## src/rtl/obstacle_pixel_mapper.sv

```systemverilog
// obstacle_pixel_mapper
// Maps scanned screen pixels through a per-frame camera offset onto a
// double-buffered table of obstacle rectangles and emits the per-pixel
// obstacle bundle (hit flag, ROM coordinates, absolute positions).
// Two-cycle latency: S1 forms world coordinates, S2 resolves hits.
// Optional macro OBSTACLE_HIT_COUNT_EN adds a per-frame hit-pixel counter.
module obstacle_pixel_mapper #(
    parameter int SCREEN_WIDTH    = 10,
    parameter int PHY_WIDTH       = 16,
    parameter int OBSTACLE_WIDTH  = 10,
    parameter int BLOCK_LEN_WIDTH = 4,
    parameter int OBSTACLE_NUM    = 8,
    parameter int IDX_WIDTH       = 3
) (
    input  logic                       sys_clk,
    input  logic                       sys_rst,
    input  logic                       frame_start,
    input  logic [PHY_WIDTH-1:0]       cam_x,
    input  logic [PHY_WIDTH-1:0]       cam_y,
    input  logic [SCREEN_WIDTH-1:0]    pixel_x,
    input  logic [SCREEN_WIDTH-1:0]    pixel_y,
    input  logic                       pixel_valid,
    input  logic                       wr_valid,
    output logic                       wr_ready,
    input  logic [IDX_WIDTH-1:0]       wr_idx,
    input  logic [PHY_WIDTH-1:0]       wr_abs_x,
    input  logic [PHY_WIDTH-1:0]       wr_abs_y,
    input  logic [BLOCK_LEN_WIDTH-1:0] wr_len,
    output logic                       obstacle_on,
    output logic [SCREEN_WIDTH-1:0]    obstacle_x_rom,
    output logic [SCREEN_WIDTH-1:0]    obstacle_y_rom,
    output logic [PHY_WIDTH-1:0]       obstacle_block_abs_y,
    output logic [PHY_WIDTH-1:0]       obstacle_abs_pos_x,
    output logic [PHY_WIDTH-1:0]       obstacle_abs_pos_y,
    output logic [15:0]                hit_count
);

    // Edge offsets carry one extra bit so rectangles near the top of the
    // world coordinate range never wrap around to zero.
    localparam logic [PHY_WIDTH:0] BLK_W = (PHY_WIDTH+1)'(OBSTACLE_WIDTH);
    localparam logic [PHY_WIDTH:0] BLK_H = (PHY_WIDTH+1)'(2 * OBSTACLE_WIDTH);

    logic                 wr_fire;
    logic [PHY_WIDTH-1:0] cam_x_reg, cam_y_reg;
    logic [PHY_WIDTH-1:0] world_x_s1_reg, world_y_s1_reg;
    logic                 valid_s1_reg;

    logic [OBSTACLE_NUM-1:0] hit;
    logic [PHY_WIDTH-1:0]    ent_abs_x [OBSTACLE_NUM];
    logic [PHY_WIDTH-1:0]    ent_abs_y [OBSTACLE_NUM];

    logic                    any_hit;
    logic [PHY_WIDTH-1:0]    sel_abs_x, sel_abs_y;

    logic                    on_reg;
    logic [SCREEN_WIDTH-1:0] x_rom_reg, y_rom_reg;
    logic [PHY_WIDTH-1:0]    block_abs_y_reg, abs_pos_x_reg, abs_pos_y_reg;

    // Writes stall only on the commit cycle so the copied snapshot is stable.
    assign wr_ready = ~frame_start;
    assign wr_fire  = wr_valid & wr_ready;

    genvar gi;
    generate
        for (gi = 0; gi < OBSTACLE_NUM; gi++) begin : g_entry
            logic [PHY_WIDTH-1:0]       shd_abs_x_reg, shd_abs_y_reg;
            logic [BLOCK_LEN_WIDTH-1:0] shd_len_reg;
            logic [PHY_WIDTH-1:0]       act_abs_x_reg, act_abs_y_reg;
            logic [BLOCK_LEN_WIDTH-1:0] act_len_reg;
            logic [PHY_WIDTH:0]         right_edge, bottom_edge;

            // Shadow entry takes game-logic writes; active entry snapshots it at frame start.
            always_ff @(posedge sys_clk or posedge sys_rst) begin
                if (sys_rst) begin
                    shd_abs_x_reg <= '0;
                    shd_abs_y_reg <= '0;
                    shd_len_reg   <= '0;
                    act_abs_x_reg <= '0;
                    act_abs_y_reg <= '0;
                    act_len_reg   <= '0;
                end else begin
                    if (wr_fire && (wr_idx == IDX_WIDTH'(gi))) begin
                        shd_abs_x_reg <= wr_abs_x;
                        shd_abs_y_reg <= wr_abs_y;
                        shd_len_reg   <= wr_len;
                    end
                    if (frame_start) begin
                        act_abs_x_reg <= shd_abs_x_reg;
                        act_abs_y_reg <= shd_abs_y_reg;
                        act_len_reg   <= shd_len_reg;
                    end
                end
            end

            assign right_edge  = {1'b0, act_abs_x_reg} + (PHY_WIDTH+1)'(act_len_reg) * BLK_W;
            assign bottom_edge = {1'b0, act_abs_y_reg} + BLK_H;

            assign hit[gi] = (act_len_reg != '0)
                           && (world_x_s1_reg >= act_abs_x_reg)
                           && ({1'b0, world_x_s1_reg} < right_edge)
                           && (world_y_s1_reg >= act_abs_y_reg)
                           && ({1'b0, world_y_s1_reg} < bottom_edge);

            assign ent_abs_x[gi] = act_abs_x_reg;
            assign ent_abs_y[gi] = act_abs_y_reg;
        end
    endgenerate

    // Camera offset is latched once per frame alongside the table commit.
    always_ff @(posedge sys_clk or posedge sys_rst) begin
        if (sys_rst) begin
            cam_x_reg <= '0;
            cam_y_reg <= '0;
        end else if (frame_start) begin
            cam_x_reg <= cam_x;
            cam_y_reg <= cam_y;
        end
    end

    // S1: screen pixel to world coordinates, wrapping modulo 2^PHY_WIDTH.
    always_ff @(posedge sys_clk or posedge sys_rst) begin
        if (sys_rst) begin
            world_x_s1_reg <= '0;
            world_y_s1_reg <= '0;
            valid_s1_reg   <= 1'b0;
        end else begin
            world_x_s1_reg <= cam_x_reg + PHY_WIDTH'(pixel_x);
            world_y_s1_reg <= cam_y_reg + PHY_WIDTH'(pixel_y);
            valid_s1_reg   <= pixel_valid;
        end
    end

    // Priority select: scanning downward lets the lowest hit index win.
    always_comb begin
        sel_abs_x = '0;
        sel_abs_y = '0;
        for (int i = OBSTACLE_NUM - 1; i >= 0; i--) begin
            if (hit[i]) begin
                sel_abs_x = ent_abs_x[i];
                sel_abs_y = ent_abs_y[i];
            end
        end
        any_hit = |hit;
    end

    // S2: register the pixel bundle; ROM offsets only need the low bits of the difference.
    always_ff @(posedge sys_clk or posedge sys_rst) begin
        if (sys_rst) begin
            on_reg          <= 1'b0;
            x_rom_reg       <= '0;
            y_rom_reg       <= '0;
            block_abs_y_reg <= '0;
            abs_pos_x_reg   <= '0;
            abs_pos_y_reg   <= '0;
        end else begin
            block_abs_y_reg <= world_y_s1_reg;
            if (valid_s1_reg && any_hit) begin
                on_reg        <= 1'b1;
                x_rom_reg     <= world_x_s1_reg[SCREEN_WIDTH-1:0] - sel_abs_x[SCREEN_WIDTH-1:0];
                y_rom_reg     <= world_y_s1_reg[SCREEN_WIDTH-1:0] - sel_abs_y[SCREEN_WIDTH-1:0];
                abs_pos_x_reg <= sel_abs_x;
                abs_pos_y_reg <= sel_abs_y;
            end else begin
                on_reg        <= 1'b0;
                x_rom_reg     <= '0;
                y_rom_reg     <= '0;
                abs_pos_x_reg <= '0;
                abs_pos_y_reg <= '0;
            end
        end
    end

    assign obstacle_on          = on_reg;
    assign obstacle_x_rom       = x_rom_reg;
    assign obstacle_y_rom       = y_rom_reg;
    assign obstacle_block_abs_y = block_abs_y_reg;
    assign obstacle_abs_pos_x   = abs_pos_x_reg;
    assign obstacle_abs_pos_y   = abs_pos_y_reg;

`ifdef OBSTACLE_HIT_COUNT_EN
    logic [15:0] hit_cnt_reg, hit_count_reg;

    // Saturating per-frame hit counter; a hit on the commit cycle opens the new frame's count.
    always_ff @(posedge sys_clk or posedge sys_rst) begin
        if (sys_rst) begin
            hit_cnt_reg   <= '0;
            hit_count_reg <= '0;
        end else if (frame_start) begin
            hit_count_reg <= hit_cnt_reg;
            hit_cnt_reg   <= {15'd0, on_reg};
        end else if (on_reg && (hit_cnt_reg != 16'hFFFF)) begin
            hit_cnt_reg <= hit_cnt_reg + 16'd1;
        end
    end

    assign hit_count = hit_count_reg;
`else
    assign hit_count = '0;
`endif

endmodule

```

## config.mk

```make
export PLATFORM = sky130hd
export DESIGN_NAME = obstacle_pixel_mapper
export DESIGN_NICKNAME = d
export VERILOG_FILES = /design/src/rtl/obstacle_pixel_mapper.sv
export SDC_FILE = /design/constraint.sdc
export NUM_CORES = 2
export LEC_CHECK = 0
export CAP_MARGIN = 20
export CORE_UTILIZATION = 25
export DETAILED_ROUTE_END_ITERATION = 6
export GPL_ROUTABILITY_DRIVEN = 1
export PLACE_DENSITY_LB_ADDON = 0.15
export SYNTH_ARGS = -nofsm -noshare
export SYNTH_HDL_FRONTEND = slang
export SYNTH_SLANG_ARGS = --single-unit
```

## constraint.sdc

```tcl
create_clock -name sys_clk -period 41.4 [get_ports sys_clk]
set_clock_uncertainty 0.05 [all_clocks]
set_input_delay 8.28 -clock sys_clk [delete_from_list [all_inputs] [get_ports sys_clk]]
set_output_delay 8.28 -clock sys_clk [all_outputs]
set_load 0.02 [all_outputs]
```

# Word-level counts from Yosys, hierarchy flattened
# Cells that the tools add are included.
[word_totals] regBits=710 wordCells=200 output_inout_bits=86
[classes] magnitude_cmp=32 bitwise_logic=2 n_eq_ne=7 n_reduce_logical=51 addsub=20 muxes=21 multipliers=8
[op_table] operator="16-bit 2-to-1 mux" n=18
[op_table] operator="16-bit by 17-bit < comparator with 1-bit output" n=16
[op_table] operator="16-bit greater-or-equal comparator" n=16
[op_table] operator="16-bit by 5-bit adder with 17-bit output (second input constant)" n=8
[op_table] operator="16-bit by 8-bit adder with 17-bit output" n=8
[op_table] operator="4-bit by 3-bit multiplier with 7-bit output (second input constant)" n=8
[op_table] operator="1-bit logical AND" n=41
[op_table] operator="16-bit by 10-bit adder with 16-bit output" n=2
[op_table] operator="4-bit nonzero test" n=8
[op_table] operator="10-bit 2-to-1 mux" n=2
[op_table] operator="10-bit subtractor" n=2
[op_table] operator="3-bit equality test (second input constant)" n=4
[op_table] operator="8-bit OR reduction" n=1
[op_table] operator="3-bit by 2-bit equality test with 1-bit output (second input constant)" n=2
[op_table] operator="3-bit by 1-bit equality test with 1-bit output (second input constant)" n=1
[op_table] operator="3-bit zero test" n=1
[op_table] operator="1-bit AND" n=1
[op_table] operator="1-bit 2-to-1 mux" n=1
[op_table] operator="1-bit inverter" n=1

# Longest topological paths before layout
[logic_depth] ltp_word=16 mapped_depth=36 mapped_depth_nobuf=33

# Least setup slack after synthesis
# Ideal clock, no wire load.
[synth_timing] kind="input to output" startpoint="input frame_start" endpoint="output wr_ready" t_arrival_ps=8640 slack_ps=24430 path_stages=2 path_cell_list="clkbuf_1 inv_1"
[synth_via] elab_chain_cells=1
[synth_rtl] element="from (decl)" line="17" text="input logic frame_start,"
[synth_rtl] element="1-bit inverter" line="60" text="assign wr_ready = ~frame_start;"
[synth_rtl] element="to (decl)" line="24" text="output logic wr_ready,"
# Every way passes these cells.

# Worst setup path in the final report
# Same ends and word-level chain as after synthesis.

==> out/results.tsv <==
metric	value	unit
largest family of logic cells by synthesized area	adder cells	
DRT Wirelength	172000	um
cell taking the most area after synthesis	dfrtp_1	
Port-buffer cells	165	
nets	5457	
Achievable Freq	56.6	MHz
Req. time, crit path	33.07	ns
crit-path max FO	73	
worst skew pair latency	0.72	ns
FFs w/ async S/R, synth	100	%
CP max-delay cell	clkdlybuf4s50_1	
Adder-Cell Fraction of Synth Area	17.9	%
Mapped Avg Cell Area	10.1	um2
post-route ant nets	0	
CP bufs+invs	3	
met2 Usage GRT	31.1	%
FF+latch count, synth	710	
Non-Filler Instances	7165	
Tmin final	17.65	ns
GR peak layer	met2	
CP top delay family	buffers and inverters	
top-count cell post-synth	dfrtp_1	
postcts setup bufs	0	
GRT overflow	0	
CTS tree	built	
hold_buf cts	0	
largest net degree at the start of global routing	182	
DR vias/cell	4.93	
peak supply drop	0.0275	mV
total of max-cap violations	0	
CTS Buffer Depth	3	
worst-margin pin slew	1.11	ns
Crit. End Element	output pin	
crit path launch type	primary input	
Static Leak	23.5	nW
hpwl dp	121000	um
first-pass GRT wire length	249000	um
compound-gate portion of the synthesized area	15.1	%
RSZ-0062 raised after global routing	false	
Post-Syn Area	45800	um2
Tot GR Track Use	18.5	%
vias in the first global route	35367	
mux cell area share after synthesis	8.99	%
Clock transition at path regs	0.06	ns
xor and xnor fraction of the mapped netlist area	4.57	%
cell row count	156	
initial core utilization	25.3	%
Hold Fails Final Rpt	0	
Layout area overhead	17.3	%
Power per Cell Area	60.9	nW/um2
simple-gate share of the synthesized area	10.3	%
number of synthesized flops with an enable pin	0	
met3 track demand over resource	2.31	%
top-area cell type share of the netlist area	38.8	%
Die H	430	um
Seq/Total Area, Yosys	38.8	%
placed standard-cell area	50600	um2
Iter 0 DRT Violations	2123	
I/O pins	182	
dominant synthesized flop cell	dfrtp_1	
H-tree Lvls	3	
Commonest cells post-synth	710 x dfrtp_1, 625 x ha_1, 394 x nand2_1	
initial antenna violation count	16	
Clock Tree Root	clkbuf_16	
critical-path cell list	buf_8 -> inv_1 -> clkdlybuf4s50_1	
CORE AREA	181000	um2
Yosys cell types	86	
Final Cycle Share	42.6	%
max incr delay on CP	0.57	ns
Data arrival, critical path	9.32	ns
Placer Congestion	0.844	
Placed Cells	6994	
ranking of synthesized cells by area	dfrtp_1 39%, ha_1 17%, mux2_2 9.0%, o21ai_0 4.0%, xnor2_1 3.8%	
post-route design area	53700	um2
share of cells above drive strength 1	13.6	%
Cells after Synth	4522	
Die ar.	185000	um2
Pre-antenna DRT Iters	5	
setup_tns	0	ns
Slew HR	25.8	%
DR vias	35314	
number of remaining DRC errors	0	
M1 GR Usage	24.5	%
Pins Over Slew Limit	0	
# setup viols final	0	
post_cts resized	0	
Die Span X	430	um
outcome	finished, final reports clean	
Final Power	3.27	mW
kind of critical path	in -> out	
# clock sinks	710	
synth warn	0	
CTS Buf Count	90	
HP Class	reg -> reg	
routed len/inst	24.0	um
## metal layers
metal  vias up  wire length [um]
li1      16773                 -
met1     17683             78200
met2       644             82100
met3       210              5970
met4         4              5670
met5         -                40
## per-stage QoR
step           setup slack (ns)  hold slack, ns  util (%)
2_1_floorplan             13.16           0.304         -
3_3_place_gp              23.68           0.325      27.9
3_5_place_dp              23.70           0.327      27.9
5_1_grt                   23.64           0.349      29.6
6_report                  23.75           0.335      29.6
4_1_cts                   23.70           0.342      29.6
## cell usage in the layout, fill, tap and decap left out, drive strengths merged, types with 13 or more instances in the layout
master,synthesis,final
or3,15,15
inv,326,328
nor2,155,155
mux2,366,366
a21o,86,86
xor2,40,40
nor3,97,97
nor2b,52,52
dfrtp,710,710
o31ai,25,25
fa,20,20
buf,55,91
a22oi,13,13
nand2,394,394
a31oi,31,31
a221oi,25,25
clkdlybuf4s50,0,164
clkbuf,113,132
o21ai,370,370
xnor2,199,199
nand3,76,76
o21a,29,29
nor4,32,32
o211ai,27,27
ha,625,625
conb,1,16
a221o,16,16
clkinv,1,19
nand2b,30,30
o2111ai,23,23
a211oi,49,49
nand4,66,66
a21oi,213,213
a2111oi,26,26
## cell type report
class	instances	area [um2]
Clock buffer	132	2670
Timing Repair Buffer	255	2370
Clock inverter	35	490
Tap cell	2370	2970
Multi-Input combinational cell	3332	26200
Antenna cell	4	10.0
Sequential cell	710	17800
Inverter	327	1230
Fill cell	18937	128000
## report_power, final
group,leakage (nW),internal (mW),switching (mW)
Sequential,8.84,0.846,0.132
Clock,1.55,0.511,0.338
Combinational,13.1,0.593,0.851
Total,23.5,1.95,1.32
## cells by family (layout without fill, tap and decap cells)
family                   after synthesis  count (layout)
AO/OA/AOI/OAI                       1073            1073
AND/OR/NAND/NOR                      993             993
flip-flops                           710             710
adder cells (fa/ha/maj)              645             645
buffers and inverters                495             749
multiplexers                         366             366
XOR/XNOR                             239             239
other                                  1              20
## final timing paths
path	start	end	slack, ns	cells past startpoint
max in group asynchronous	sys_rst	g_entry[5].act_abs_y_reg[13]	30.36	5
hold reg to reg	world_y_s1_reg[0]	obstacle_block_abs_y[0]	0.33	0
hold / removal	world_y_s1_reg[0]	obstacle_block_abs_y[0]	0.33	0
min in group asynchronous	sys_rst	cam_x_reg[4]	8.00	2
setup reg to reg	g_entry[7].act_len_reg[3]	obstacle_x_rom[9]	31.97	32
setup / recovery	frame_start	wr_ready	23.75	3
No activity file was read; power rests on OpenSTA's default activity.
